--- src/rtl/tetris_line_clear_engine.sv ---
// tetris_line_clear_engine
// Bottom-up scan of the scene memory: full rows are dropped, the remaining rows are
// compacted toward the bottom, and the rows freed at the top are zero-filled.
// The engine has no storage of its own. It drives a single-port memory with a
// 1-cycle read latency.
// Optional macro TETRIS_LINE_CLEAR_SCORE_EN adds the score_o accumulator.
//
// state   | meaning
// --------+----------------------------------------------------------
// S_IDLE  | ready for start; registers hold last result
// S_READ  | read strobe for row r_rd
// S_CHECK | row data valid; drop if full, else copy to r_wr if moved
// S_FILL  | zero rows r_wr down to 0 (r_wr reused as fill pointer)
// S_DONE  | one-cycle completion pulse, publish count (and score)
module tetris_line_clear_engine #(
   parameter  int width_p   = 16,
   parameter  int height_p  = 32,
   localparam int addr_w_lp = $clog2(height_p),
   localparam int cnt_w_lp  = $clog2(height_p + 1)
) (
   input  logic                  clk_i,
   input  logic                  reset_i,
   input  logic                  start_v_i,
   output logic                  ready_o,
   output logic [addr_w_lp-1:0]  row_addr_o,
   output logic                  row_re_o,
   input  logic [width_p-1:0]    row_rdata_i,
   output logic                  row_we_o,
   output logic [width_p-1:0]    row_wdata_o,
   output logic                  done_v_o,
   output logic [cnt_w_lp-1:0]   lines_cleared_o
`ifdef TETRIS_LINE_CLEAR_SCORE_EN
   ,output logic [31:0]          score_o
`endif
);

   typedef enum logic [2:0] {S_IDLE, S_READ, S_CHECK, S_FILL, S_DONE} state_t;

   localparam logic [addr_w_lp-1:0] c_bottom = addr_w_lp'(height_p - 1);

   state_t                r_state, w_state_nxt;
   logic [addr_w_lp-1:0]  r_rd, w_rd_nxt;
   logic [addr_w_lp-1:0]  r_wr, w_wr_nxt;
   logic [cnt_w_lp-1:0]   r_cnt, w_cnt_nxt;
   logic [cnt_w_lp-1:0]   r_lines, w_lines_nxt;
   logic                  w_full;
   logic [cnt_w_lp-1:0]   w_cnt_inc;

   assign w_full          = &row_rdata_i;
   assign w_cnt_inc       = r_cnt + cnt_w_lp'(w_full);
   assign lines_cleared_o = r_lines;

`ifdef TETRIS_LINE_CLEAR_SCORE_EN
   logic [31:0] r_score, w_score_nxt;
   logic [3:0]  w_pts;
   logic [32:0] w_sum;

   // Points for the current clear count, then saturating accumulate
   always_comb begin
      w_pts = 4'd0;
      if (r_cnt >= cnt_w_lp'(4))      w_pts = 4'd8;
      else if (r_cnt == cnt_w_lp'(3)) w_pts = 4'd5;
      else if (r_cnt == cnt_w_lp'(2)) w_pts = 4'd3;
      else if (r_cnt == cnt_w_lp'(1)) w_pts = 4'd1;
      w_sum       = {1'b0, r_score} + 33'(w_pts);
      w_score_nxt = r_score;
      if (r_state == S_DONE) w_score_nxt = w_sum[32] ? 32'hFFFF_FFFF : w_sum[31:0];
   end

   // Score register, cleared only by reset
   always_ff @(posedge clk_i) begin
      if (reset_i) r_score <= '0;
      else         r_score <= w_score_nxt;
   end

   assign score_o = r_score;
`endif

   // State and datapath registers
   always_ff @(posedge clk_i) begin
      if (reset_i) begin
         r_state <= S_IDLE;
         r_rd    <= '0;
         r_wr    <= '0;
         r_cnt   <= '0;
         r_lines <= '0;
      end else begin
         r_state <= w_state_nxt;
         r_rd    <= w_rd_nxt;
         r_wr    <= w_wr_nxt;
         r_cnt   <= w_cnt_nxt;
         r_lines <= w_lines_nxt;
      end
   end

   // Next-state, datapath update and memory strobes
   always_comb begin
      w_state_nxt = r_state;
      w_rd_nxt    = r_rd;
      w_wr_nxt    = r_wr;
      w_cnt_nxt   = r_cnt;
      w_lines_nxt = r_lines;
      ready_o     = 1'b0;
      row_re_o    = 1'b0;
      row_we_o    = 1'b0;
      row_addr_o  = '0;
      row_wdata_o = '0;
      done_v_o    = 1'b0;
      unique case (r_state)
         S_IDLE: begin
            ready_o = 1'b1;
            if (start_v_i) begin
               w_rd_nxt    = c_bottom;
               w_wr_nxt    = c_bottom;
               w_cnt_nxt   = '0;
               w_state_nxt = S_READ;
            end
         end
         S_READ: begin
            row_re_o    = 1'b1;
            row_addr_o  = r_rd;
            w_state_nxt = S_CHECK;
         end
         S_CHECK: begin
            w_cnt_nxt = w_cnt_inc;
            if (!w_full) begin
               w_wr_nxt = r_wr - addr_w_lp'(1);
               if (r_rd != r_wr) begin
                  row_we_o    = 1'b1;
                  row_addr_o  = r_wr;
                  row_wdata_o = row_rdata_i;
               end
            end
            if (r_rd == '0) begin
               // Last row scanned: r_wr becomes the top-down fill pointer
               w_wr_nxt    = addr_w_lp'(w_cnt_inc - cnt_w_lp'(1));
               w_state_nxt = (w_cnt_inc == '0) ? S_DONE : S_FILL;
            end else begin
               w_rd_nxt    = r_rd - addr_w_lp'(1);
               w_state_nxt = S_READ;
            end
         end
         S_FILL: begin
            row_we_o   = 1'b1;
            row_addr_o = r_wr;
            if (r_wr == '0) w_state_nxt = S_DONE;
            else            w_wr_nxt    = r_wr - addr_w_lp'(1);
         end
         S_DONE: begin
            done_v_o    = 1'b1;
            w_lines_nxt = r_cnt;
            w_state_nxt = S_IDLE;
         end
         default: w_state_nxt = S_IDLE;
      endcase
   end

endmodule

--- config.mk ---
export PLATFORM = sky130hd
export DESIGN_NAME = tetris_line_clear_engine
export DESIGN_NICKNAME = d
export VERILOG_FILES = /design/src/rtl/tetris_line_clear_engine.sv
export SDC_FILE = /design/constraint.sdc
export NUM_CORES = 1
export LEC_CHECK = 0
export CORE_ASPECT_RATIO = 1.25
export CORE_MARGIN = 2
export CORE_UTILIZATION = 52
export CTS_CLUSTER_SIZE = 16
export DETAILED_ROUTE_END_ITERATION = 8
export GPL_TIMING_DRIVEN = 1
export PLACE_DENSITY_LB_ADDON = 0.05
export SETUP_SLACK_MARGIN = 0.02
export SYNTH_ARGS = -nofsm -noshare
export SYNTH_HDL_FRONTEND = slang
export SYNTH_SLANG_ARGS = --single-unit
--- constraint.sdc ---
create_clock -name clk_i -period 5.5 [get_ports clk_i]
set_clock_uncertainty 0.15 [all_clocks]
set_input_delay 1.375 -clock clk_i [delete_from_list [all_inputs] [get_ports clk_i]]
set_output_delay 1.375 -clock clk_i [all_outputs]
set_load 0.02 [all_outputs]
==> results.toml, run 1 <==
[global_routing]
grt_usage = 0.2493
overflow = 0
grt_pass1_wl_um = 7900
grt_pass1_vias = 1728
grt_max_degree = 27
antenna_found_initial = 0

[timing]
period_needed_ns = 5.046
finalCritPeriodShare = 0.9174
worst_slack_ns = 0.4540
setup_viol = 0
fin_tns_setup_ns = 0
finalHoldViolations = 0
worst_pin_slew_ns = 0.9142
fmax_ghz = 0.1982
rsz0062_at_grt = "no"
slew-limit-headroom = 0.3886
maxSlewViolCount = 0

[logic_synthesis]
synthCells = 208
syn_nets = 233
syn_area_um2 = 1772
synth.most_common_cell = "dfxtp_1"
ys_top_cells_by_area = "dfxtp_1 (28%), and2_1 (5.6%), xnor2_1 (4.4%), a211oi_1 (4.2%), ha_1 (4.2%)"
synth_edf_count = 0
synth.top_cell.area_share = 0.2825
ys_seq_area_frac = 0.2825
synth.largest_area_cell = "dfxtp_1"
yosys-top-cells-count = "dfxtp_1 (25), nor2_1 (20), and2_1 (16), a21oi_1 (14), a211oi_1 (10)"
synth_cell_types = 51
async_reset_ff_frac = 0
yosys_warnings = 0
ys_seq_elements = 25
synthFlopType = "dfxtp_1"
syn-mean-instance-area_um2 = 8.518

[pwr]
switchingPower_w = 0.0001755
intPower_w = 0.0003262
powerDensity_nw_per_um2 = 218.9
ir_drop_v = 0.0001345
power_frac_seq = 0.434
p_comb_frac = 0.337
p_clk_frac = 0.229
p_leak_nw = 0.8205
p_sw_frac = 0.3498

[route]
first_pass_iters = 4
routed_wl_um = 4604
vias = 1681
drt-wirelength-per-cell_um = 16.10
via_per_inst = 5.878
ant_nets = 0
drt_iter0_drc = 89
drc = 0

[clocking]
root_buffer = "clkbuf_8"
htreeDepth = 1
cts_tree = "built"
clock-sinks = 25
clockBufferDepth = 2
cts_made_buffers = 3
postCtsHoldBufs = 0
path_clk_slew_ns = 0.09
postCtsSetupRepairBufs = 0
post_cts_resized = 0
clk_latency_ns = 0.28

[finish]
drive_gt1_frac = 0.07229
area_growth_pct = 29.38
n_fill_cell = 269
n_antenna_cell = 0
nets = 275

[floorplanning]
initial_core_util = 0.5497
die_area_um2 = 3893
core_um2 = 3223
pin_count = 50
rows = 23
die_y_um = 69.26
die_w_um = 56.21

[placed_design]
gp_congestion = 0.8953
port_buffers = 49
dp_slack_ns = 0.4223
dp_hpwl_um = 3703

[outcome]
status = "finished, final reports clean"

[critical_path]
critical_path_required_ns = 3.97
cp_max_fo = 16
worst_path_dominant_cell_family = "simple AND/OR/NAND/NOR gates"
critPathLaunch = "row_rdata_i[14]"
max_stage_delay_ns = 0.61
r2r.worst_path.cells = 6
critPathCapture = "row_wdata_o[14]"
crit_path_top_delay_cell = "clkdlybuf4s50_1"
rr_endpoint = "r_wr[1]"
worstPathArrival_ns = 3.52
rrSetupSlack_ns = 3.27
worst-setup-path-type = "input port to primary output"
path_cells = "clkdlybuf4s50_1, nand4_1, or2_1, nor3_4, nor3_2, and2_1, clkdlybuf4s50_1"
cp.depth = 7
endpoint_kind = "primary output"
critPathBufInv = 2
cp_common_cell = "clkdlybuf4s50_1"
critPathLaunchType = "input port"
r2r_start = "r_rd[0]"

[flow_run]
drv_cap = 0

[min_path]
hp-class = "flop to flop"
==> cells in the final DEF, fill, tap and decap left out, drive strengths merged, types with 4 or more instances in the layout <==
master / Yosys / final
nand4: 4 / 4
nor3: 8 / 8
a211oi: 10 / 10
nand3: 7 / 7
dfxtp: 25 / 25
nand2b: 4 / 4
clkdlybuf4s50: 0 / 49
xor2: 8 / 8
xnor2: 9 / 9
and2: 16 / 16
mux2i: 6 / 6
a21oi: 14 / 14
nor2: 24 / 24
nand2: 7 / 7
ha: 6 / 6
a22o: 5 / 5
inv: 6 / 6
==> tightest hold or removal path, cell delays in order, from the launching register on <==
cell and delay (ns):
dfxtp_1 0.34, mux2i_1 0.07, nor2_1 0.07
==> layout make-up <==
class	count	area, um^2	share of cell area
Multi-Input combinational cell	162	1165	0.5082
Clock buffer	3	41.29	0.01801
Inverter	7	26.28	0.01146
Timing Repair Buffer	51	505.5	0.2205
Clock inverter	1	7.507	0.003275
Tap cell	37	46.29	0.02020
Sequential cell	25	500.5	0.2183
==> worst min-delay path by stage <==
stage / from / slack [ns] / to / cells after the start
after floorplan: r_cnt[3] / 0.35 / r_cnt[3] / 2
after global placement: lines_cleared_o[5] / 0.32 / lines_cleared_o[5] / 2
after detailed placement: lines_cleared_o[1] / 0.35 / lines_cleared_o[1] / 2
after CTS: lines_cleared_o[1] / 0.37 / lines_cleared_o[1] / 2
after global routing: lines_cleared_o[0] / 0.40 / lines_cleared_o[0] / 2
final: lines_cleared_o[5] / 0.36 / lines_cleared_o[5] / 2
==> metal layers <==
metal | global-route usage | routed length (um) | share of wire | up-vias
li1 | - | - | - | 828
met1 | 0.2692 | 1821 | 0.40 | 800
met2 | 0.4706 | 2547 | 0.55 | 43
met3 | 0.04291 | 149 | 0.032 | 10
met4 | 0.09524 | 86 | 0.019 | 0
met5 | 0 | 0 | 0 | -
==> metrics by stage <==
step	cells	instance area, um^2	hold slack [ns]	utilization	power (W)
after floorplan	208	1772	0.3476	-	0.0003337
after global placement	282	2243	0.3226	0.6960	0.0003848
after detailed placement	282	2243	0.3455	0.6960	0.0003898
after CTS	286	2292	0.3725	0.7112	0.0005050
after global routing	286	2292	0.4039	0.7112	0.0005295
final	286	2292	0.3626	0.7112	0.0005018
==> cells by family (layout without fill, tap and decap cells) <==
family / count (synthesis) / after routing / share of synthesized area
AND/OR/NAND/NOR: 83 / 83 / 0.2888
AO/OA/AOI/OAI: 50 / 50 / 0.2083
flip-flops: 25 / 25 / 0.2825
buffers and inverters: 21 / 62 / 0.06003
XOR/XNOR: 17 / 17 / 0.08404
adder cells (fa/ha/maj): 6 / 6 / 0.04237
multiplexers: 6 / 6 / 0.03390
==> sequential cells by signal, indices dropped and copies added, names as in the netlist <==
register         flops
lines_cleared_o      6
r_wr                 5
r_cnt                6
r_state              3
r_rd                 5
==> power groups by stage <==
| stage | Sequential, W | Combinational (W) | Clock, W |
|---|---|---|---|
| 3_5_place_dp | 0.000221 | 0.000168 | 0 |
| 4_1_cts | 0.000217 | 0.000169 | 0.000118 |
| 3_3_place_gp | 0.000220 | 0.000165 | 0 |
| 6_report | 0.000218 | 0.000169 | 0.000115 |
| 2_1_floorplan | 0.000207 | 0.000127 | 0 |
| 5_1_grt | 0.000220 | 0.000185 | 0.000124 |
Power figures use the tool's default switching activity.
==> run 2: changes to the inputs <==
--- a/config.mk
+++ b/config.mk
@@ -7,7 +7,8 @@
 export LEC_CHECK = 0
 export CORE_ASPECT_RATIO = 1.25
 export CORE_MARGIN = 2
-export CORE_UTILIZATION = 52
+export CORE_UTILIZATION = 53
+export CTS_BUF_LIST = sky130_fd_sc_hd__clkbuf_8
 export CTS_CLUSTER_SIZE = 16
 export DETAILED_ROUTE_END_ITERATION = 8
 export GPL_TIMING_DRIVEN = 1
==> run 2 against run 1 <==
Core utilization up 0.64 points. Combinational power about the same. Sequential share of layout area unchanged. Global-route usage about the same. Non-clock buffer count unchanged. Wire length up 0.85%. Clock power about the same. Sequential cell count unchanged. Sequential power about the same. Cell count unchanged. Worst setup slack worse by 0.037 ns. First-iteration DRC count down 37%.
==> results.toml, run 2 (synthesized netlist as in run 1, its figures left out) <==
[timing]
worst_slack_ns = 0.4170
fmax_ghz = 0.1967
setup_viol = 0
rsz0062_at_grt = "no"
slew-limit-headroom = 0.3817
worst_pin_slew_ns = 0.9246
finalCritPeriodShare = 0.9242
period_needed_ns = 5.083
finalHoldViolations = 0
fin_tns_setup_ns = 0
maxSlewViolCount = 0

[clocking]
cts_made_buffers = 3
clk_latency_ns = 0.27
post_cts_resized = 0
cts_tree = "built"
htreeDepth = 1
root_buffer = "clkbuf_8"
postCtsHoldBufs = 0
path_clk_slew_ns = 0.09
clock-sinks = 25
postCtsSetupRepairBufs = 0
clockBufferDepth = 2

[critical_path]
worst-setup-path-type = "input port to primary output"
critPathLaunchType = "input port"
max_stage_delay_ns = 0.63
r2r_start = "r_rd[0]"
worst_path_dominant_cell_family = "simple AND/OR/NAND/NOR gates"
endpoint_kind = "primary output"
cp_common_cell = "clkdlybuf4s50_1"
rrSetupSlack_ns = 3.27
r2r.worst_path.cells = 6
critPathBufInv = 2
worstPathArrival_ns = 3.56
crit_path_top_delay_cell = "clkdlybuf4s50_1"
cp_max_fo = 16
rr_endpoint = "r_wr[1]"
path_cells = "clkdlybuf4s50_1, nand4_1, or2_1, nor3_4, nor3_2, and2_1, clkdlybuf4s50_1"
critical_path_required_ns = 3.97

[route]
routed_wl_um = 4643
via_per_inst = 5.948
drc = 0
first_pass_iters = 4
drt_iter0_drc = 56
drt-wirelength-per-cell_um = 16.23
vias = 1701
ant_nets = 0

[finish]
drive_gt1_frac = 0.07229
instances_no_fill = 286
nets = 275
area_growth_pct = 29.38
final_common_cell = "clkdlybuf4s50_1"
final_cell_mix = "clkdlybuf4s50_1 (49), dfxtp_1 (25), nor2_1 (20)"
design_area_um2 = 2292
n_antenna_cell = 0

[pwr]
ir_drop_v = 0.0001777
p_comb_frac = 0.338
switchingPower_w = 0.0001742
p_leak_nw = 0.8205
finalPower_w = 0.0005005
power_frac_seq = 0.435
powerDensity_nw_per_um2 = 218.4
p_clk_frac = 0.227
intPower_w = 0.0003263
p_sw_frac = 0.3480

[placed_design]
port_buffers = 49
dp.cells = 282
dp_slack_ns = 0.4298
dp_hpwl_um = 3591
dpl_cell_area_um2 = 2243
gp_congestion = 0.8900

[flow_run]
drv_cap = 0

[floorplanning]
die_w_um = 55.72
core_um2 = 3194
rows = 23
pin_count = 50
die_y_um = 68.64
initial_core_util = 0.5546
die_area_um2 = 3824

[global_routing]
grt_usage = 0.2494
overflow = 0
grt_pass1_vias = 1589
grt_max_degree = 27
grt_pass1_wl_um = 7521
antenna_found_initial = 0

[min_path]
min_from = "lines_cleared_o[2]"
hp-class = "flop to flop"
min_to = "lines_cleared_o[2]"
min_path_cells = 2

[outcome]
status = "finished, final reports clean"
[run 2: tightest hold or removal path: stages (launching register included)]
cell and delay (ns):
dfxtp_1 0.34, mux2i_1 0.07, nor2_1 0.07
[run 2: worst max path at each step]
| stage | start | end | slack (ns) | depth (start not counted) |
|---|---|---|---|---|
| 5_1_grt | row_rdata_i[13] | row_wdata_o[9] | 0.27 | 7 |
| 3_3_place_gp | row_rdata_i[14] | row_wdata_o[13] | 0.53 | 7 |
| 6_report | row_rdata_i[12] | row_wdata_o[9] | 0.42 | 7 |
| 2_1_floorplan | row_rdata_i[14] | row_wdata_o[10] | 1.35 | 6 |
| 4_1_cts | row_rdata_i[15] | row_wdata_o[9] | 0.42 | 7 |
| 3_5_place_dp | row_rdata_i[15] | row_wdata_o[9] | 0.43 | 7 |
[run 2: per-layer routing]
| layer | vias up | GRT usage | part of all wire |
|---|---|---|---|
| met5 | - | 0 | 0 |
| met4 | 0 | 0.1037 | 0.028 |
| met3 | 16 | 0.03358 | 0.032 |
| met2 | 40 | 0.4866 | 0.53 |
| met1 | 808 | 0.2739 | 0.41 |
| li1 | 837 | - | - |
[run 2: per-stage QoR]
| step | hold WS, ns | util |
|---|---|---|
| after floorplan | 0.3476 | - |
| after global placement | 0.3243 | 0.7023 |
| after detailed placement | 0.3382 | 0.7023 |
| after CTS | 0.3656 | 0.7176 |
| after global routing | 0.3886 | 0.7176 |
| final | 0.3603 | 0.7176 |
[run 2: power groups by stage]
stage                     clock [W]  combinational (W)  sequential, W
final                      0.000114           0.000169       0.000218
after global routing       0.000119           0.000186       0.000220
after CTS                  0.000114           0.000169       0.000217
after detailed placement          0           0.000168       0.000221
after global placement            0           0.000164       0.000220
after floorplan                   0           0.000127       0.000207
[run 2: area by class of cell]
cell class	instances	area, um^2
Tap cell	37	46.29
Multi-Input combinational cell	162	1165
Inverter	7	26.28
Fill cell	249	902.1
Timing Repair Buffer	51	505.5
Sequential cell	25	500.5
Clock inverter	1	7.507
Clock buffer	3	41.29
==> run 3: changes to the inputs <==
--- a/config.mk
+++ b/config.mk
@@ -12,7 +12,7 @@
 export CTS_CLUSTER_SIZE = 16
 export DETAILED_ROUTE_END_ITERATION = 8
 export GPL_TIMING_DRIVEN = 1
-export PLACE_DENSITY_LB_ADDON = 0.05
+export PLACE_DENSITY = 0.84
 export SETUP_SLACK_MARGIN = 0.02
 export SYNTH_ARGS = -nofsm -noshare
 export SYNTH_HDL_FRONTEND = slang
==> run 3 against run 2 <==
Non-clock buffer count unchanged. Sequential cell count unchanged. Worst setup slack better by 0.029 ns. Design area unchanged. Cell count unchanged. Core utilization unchanged. First-iteration DRC count down 18%. Critical path depth unchanged. Power down 0.29%. Combinational power about the same. Worst hold slack worse by 0.010 ns. Largest power group unchanged.
==> results.toml, run 3 (synthesized netlist as in run 1, its figures left out) <==
[route]
drc = 0
first_pass_iters = 4
via_per_inst = 5.780
drt_iter0_drc = 46
drt-wirelength-per-cell_um = 15.00
routed_wl_um = 4290
vias = 1653
ant_nets = 0

[pwr]
p_leak_nw = 0.8205
switchingPower_w = 0.0001726
p_clk_frac = 0.230
powerDensity_nw_per_um2 = 217.7
finalPower_w = 0.0004991
power_frac_seq = 0.435
p_comb_frac = 0.336
ir_drop_v = 0.0001401
p_sw_frac = 0.3458
intPower_w = 0.0003265

[placed_design]
port_buffers = 49
dp_hpwl_um = 3242
gp_congestion = 0.8421
dp.cells = 282

[global_routing]
grt_pass1_vias = 1546
grt_pass1_wl_um = 7189
overflow = 0
grt_max_degree = 27
antenna_found_initial = 0
grt_usage = 0.2356

[flow_run]
drv_cap = 0

[timing]
slew-limit-headroom = 0.3600
fin_tns_setup_ns = 0
period_needed_ns = 5.054
setup_viol = 0
finalCritPeriodShare = 0.9188
worst_pin_slew_ns = 0.9570
rsz0062_at_grt = "no"
finalHoldViolations = 0
fmax_ghz = 0.1979
maxSlewViolCount = 0

[floorplanning]
die_area_um2 = 3824
initial_core_util = 0.5546
core_um2 = 3194
rows = 23
pin_count = 50
die_w_um = 55.72
die_y_um = 68.64

[finish]
n_fill_cell = 265
drive_gt1_frac = 0.07229
fin_util = 0.7176
instances_no_fill = 286
final_common_cell = "clkdlybuf4s50_1"
nets = 275
n_antenna_cell = 0
final_cell_mix = "clkdlybuf4s50_1 (49), dfxtp_1 (25), nor2_1 (20)"
area_growth_pct = 29.38

[clocking]
postCtsSetupRepairBufs = 0
path_clk_slew_ns = 0.09
clockBufferDepth = 2
cts_tree = "built"
post_cts_resized = 0
htreeDepth = 1
root_buffer = "clkbuf_8"
clk_latency_ns = 0.27
cts_made_buffers = 3
clock-sinks = 25
postCtsHoldBufs = 0

[critical_path]
worstPathArrival_ns = 3.53
critPathLaunchType = "input port"
cp_max_fo = 16
worst-setup-path-type = "input port to primary output"
endpoint_kind = "primary output"
critical_path_required_ns = 3.97

[outcome]
status = "finished, final reports clean"

[min_path]
hp-class = "flop to flop"
==> run 3: cell counts in the layout (fill, tap and decap cells not counted) <==
No cell type changed its count.
==> run 3: worst max-delay path: stages <==
cell	delay, ns
clkdlybuf4s50_1	0.43
nand4_1	0.09
or2_1	0.14
nor3_4	0.06
nor3_2	0.58
and2_1	0.24
clkdlybuf4s50_1	0.62
==> run 3: cell type report <==
type                       count  area (um^2)  area share
clock buffer                   3        41.29     0.01801
clock inverter                 1        7.507    0.003275
inverter                       7        26.28     0.01146
multi-input combinational    162         1165      0.5082
sequential                    25        500.5      0.2183
tap                           37        46.29     0.02020
timing repair buffer          51        505.5      0.2205
==> run 3: through the flow <==
| stage | hold slack [ns] | instance area (um^2) | setup slack, ns |
|---|---|---|---|
| CTS | 0.3566 | 2292 | 0.4597 |
| global route | 0.4111 | 2292 | 0.2871 |
| detailed placement | 0.3387 | 2243 | 0.4631 |
| floorplan | 0.3476 | 1772 | 1.354 |
| finish | 0.3502 | 2292 | 0.4464 |
| global placement | 0.3245 | 2243 | 0.5119 |
==> run 3: per-layer routing <==
layer / GRT usage / up-vias / share of wire
met3: 0.02052 / 9 / 0.029
li1: - / 826 / -
met1: 0.2828 / 786 / 0.45
met5: 0 / - / 0
met2: 0.4479 / 32 / 0.51
met4: 0.07622 / 0 / 0.016
==> run 3: worst paths after layout <==
kind              cells after the start                  to                from  slack, ns
setup / recovery                      7     row_wdata_o[15]     row_rdata_i[10]       0.45
hold / removal                        2  lines_cleared_o[5]  lines_cleared_o[5]       0.35
setup reg to reg                      6             r_wr[1]             r_rd[0]       3.24
hold reg to reg                       2  lines_cleared_o[5]  lines_cleared_o[5]       0.35
==> run 3: power groups by stage <==
stage / registers [W] / logic (W) / clock network, W
global route: 0.000220 / 0.000183 / 0.000123
floorplan: 0.000207 / 0.000127 / 0
CTS: 0.000217 / 0.000167 / 0.000114
detailed placement: 0.000221 / 0.000166 / 0
finish: 0.000217 / 0.000167 / 0.000115
global placement: 0.000221 / 0.000165 / 0
==> variant: new RTL, config.mk and constraints of run 3 <==
Change the parameter `height_p` from 32 to 64.
--- a/src/rtl/tetris_line_clear_engine.sv
+++ b/src/rtl/tetris_line_clear_engine.sv
@@ -14,7 +14,7 @@
 // S_DONE  | one-cycle completion pulse, publish count (and score)
 module tetris_line_clear_engine #(
    parameter  int width_p   = 16,
-   parameter  int height_p  = 32,
+   parameter  int height_p  = 64,
    localparam int addr_w_lp = $clog2(height_p),
    localparam int cnt_w_lp  = $clog2(height_p + 1)
 ) (
Ports: changed (resized lines_cleared_o and row_addr_o); port bits go from 50 to 52. No check against the original RTL was run, so the function may have changed too.
==> variant against run 3 <==
- highest routed layer unchanged
- cell count rose by 15%
- area after synthesis rose by 11%
- sequential power rose by 15%
- routed wire length rose by 12%
- total power rose by 28%
- final area rose by 13%
- sequential cell count rose by 4
- via count rose by 11%
- setup slack got worse by 120 ps
==> variant: results (changes against run 3) <==
status=completed; largest net degree at the start of global routing=30 (+11%); met3 track demand over resource in global routing=4.991% (+2.9 points); cell leakage power=0.9609 nW (+17%); H-tree depth=2 (+1); synthesis warning total=0 (unchanged); global placement routability congestion=0.8587 (+2.0%); TritonCTS buffer count=5 (+2); DR vias=1,838 (+11%); GR Layer Usage met1=30.20% (+1.9 points); maximum root-to-sink buffer count=2 (unchanged); xor and xnor fraction of the mapped netlist area=10.18% (+1.8 points); CP Data Arrival Time=3650 ps (+120 ps); unique cell type count in the Yosys netlist=46 (-9.8%); number of cell instances on the worst register-to-register path=8 (+2); clock-pin slew of the registers on the worst-case setup and hold paths=60 ps (-30 ps); number of diodes added for antenna fixing=0 (unchanged); number of DRC markers after the initial detailed-route iteration=107 (+130%); Worst VDD drop=0.1762 mV (+26%); WL final=4.800 mm (+12%); relative max-transition margin=28.36% (-7.6 points); fillcell total=279 (+5.3%); Clock Latency Late Sink=290 ps (+20 ps); Detailed Place HPWL=3.503 mm (+8.1%); Syn Nets=272 (+17%); Worst Path Max Fanout=17 (+1); cell with the largest stage delay on the worst path=sky130_fd_sc_hd__nor3_2; part of the Yosys area used for sequential elements=29.54% (+1.3 points); post-synthesis async set-or-reset flop share=0% (unchanged); final worst setup slack=321.7 ps (-124.7 ps); nets=316 (+15%); total global routing track utilization=25.07% (+1.5 points); hold worst-path end=lines_cleared_o[0]; wire length of the first global-routing pass=8.183 mm (+14%); Worst Min Path Start=lines_cleared_o[0]; post-cts resize count=0 (unchanged); r2r setup slk=2850 ps (-390 ps); Worst setup startpoint=row_rdata_i[2]; compound-cell area share of the yosys netlist=15.98% (-4.9 points); cells taking the most area after synthesis=sky130_fd_sc_hd__dfxtp_1 (30%), sky130_fd_sc_hd__nor2_1 (5.9%), sky130_fd_sc_hd__xor2_1 (5.8%); number of antenna violations at the first check in global routing=0 (unchanged); buffers inserted during post-CTS setup optimization=0 (unchanged); Crit path largest cell delay=600 ps (-20 ps); met2 Usage GRT=43.32% (-1.5 points); number of stages on the worst hold path=2 (unchanged); post-synthesis share of cell area spent on full adders, half adders and majority gates=5.092% (+0.86 points); endpoint of the lowest-slack register-to-register path=r_wr[1]; startpoint of the most critical register-to-register path=r_rd[0]; Main synth FF type=sky130_fd_sc_hd__dfxtp_1; worst slack, placed=316.3 ps (-146.8 ps); mux contribution to synthesized area=4.647% (+1.3 points); Worst Setup EP=row_addr_o[1]; fraction of layout cells with a size suffix above 1=7.586% (+0.36 points); drt first pass iters=4 (unchanged); vias in the first global route=1,708 (+10%); cell family with the largest share of critical-path delay=simple AND/OR/NAND/NOR gates; top cells by count, synth=sky130_fd_sc_hd__nor2_1 (31), sky130_fd_sc_hd__dfxtp_1 (29), sky130_fd_sc_hd__and2_1 (17); total of buffers placed on input and output ports=51 (+4.1%)
variant: cell types whose count changed after synthesis, sizes merged, moves of 3 or more:
cell / delta
o21ai: +6
nand2: +9
nor2: +7
a211oi: -5
a21o: -3
xor2: +6
dfxtp: +4
nor3: +7
clkbuf: +4
or3: +3
variant: area by class of cell:
cell class                 instances  area, µm²  share of cell area, %
sequential                        29      580.6                  22.45
tap                               39      48.80                  1.887
clock inverter                     2      33.78                  1.306
timing repair buffer              53      525.5                  20.32
multi-input combinational        193       1289                  49.83
inverter                           7      26.28                  1.016
clock buffer                       6      82.58                  3.193
variant: cells by family (layout without fill, tap and decap cells):
| family | count (synthesis) | count (layout) |
|---|---|---|
| XOR/XNOR | 22 | 22 |
| multiplexers | 9 | 9 |
| adder cells (fa/ha/maj) | 8 | 8 |
| flip-flops | 29 | 29 |
| AO/OA/AOI/OAI | 46 | 46 |
| AND/OR/NAND/NOR | 108 | 108 |
| buffers and inverters | 23 | 68 |
variant: metal layers:
metal	share of wire, %	wire [µm]
met1	43	2045
met3	4.5	214
met2	51	2435
met5	0	0
met4	2.2	104
variant: report_power, final:
group	switching [W]	internal [W]	total, W
combinational	0.0000813	0.0000765	0.000158
sequential	0.0000265	0.000223	0.000250
clock	0.0000837	0.000146	0.000229
total	0.000191	0.000446	0.000637
variant: per-stage QoR:
step / power [W] / area, µm² / instances / utilization, % / hold WS [ps]
floorplan: 0.0003543 / 1966 / 245 / - / 349.1
global placement: 0.0004057 / 2470 / 321 / 70.30 / 324.2
detailed placement: 0.0004084 / 2470 / 321 / 70.30 / 334.9
CTS: 0.0006374 / 2586 / 329 / 73.61 / 352.0
global route: 0.0006663 / 2586 / 329 / 73.61 / 387.0
finish: 0.0006370 / 2586 / 329 / 73.61 / 348.8
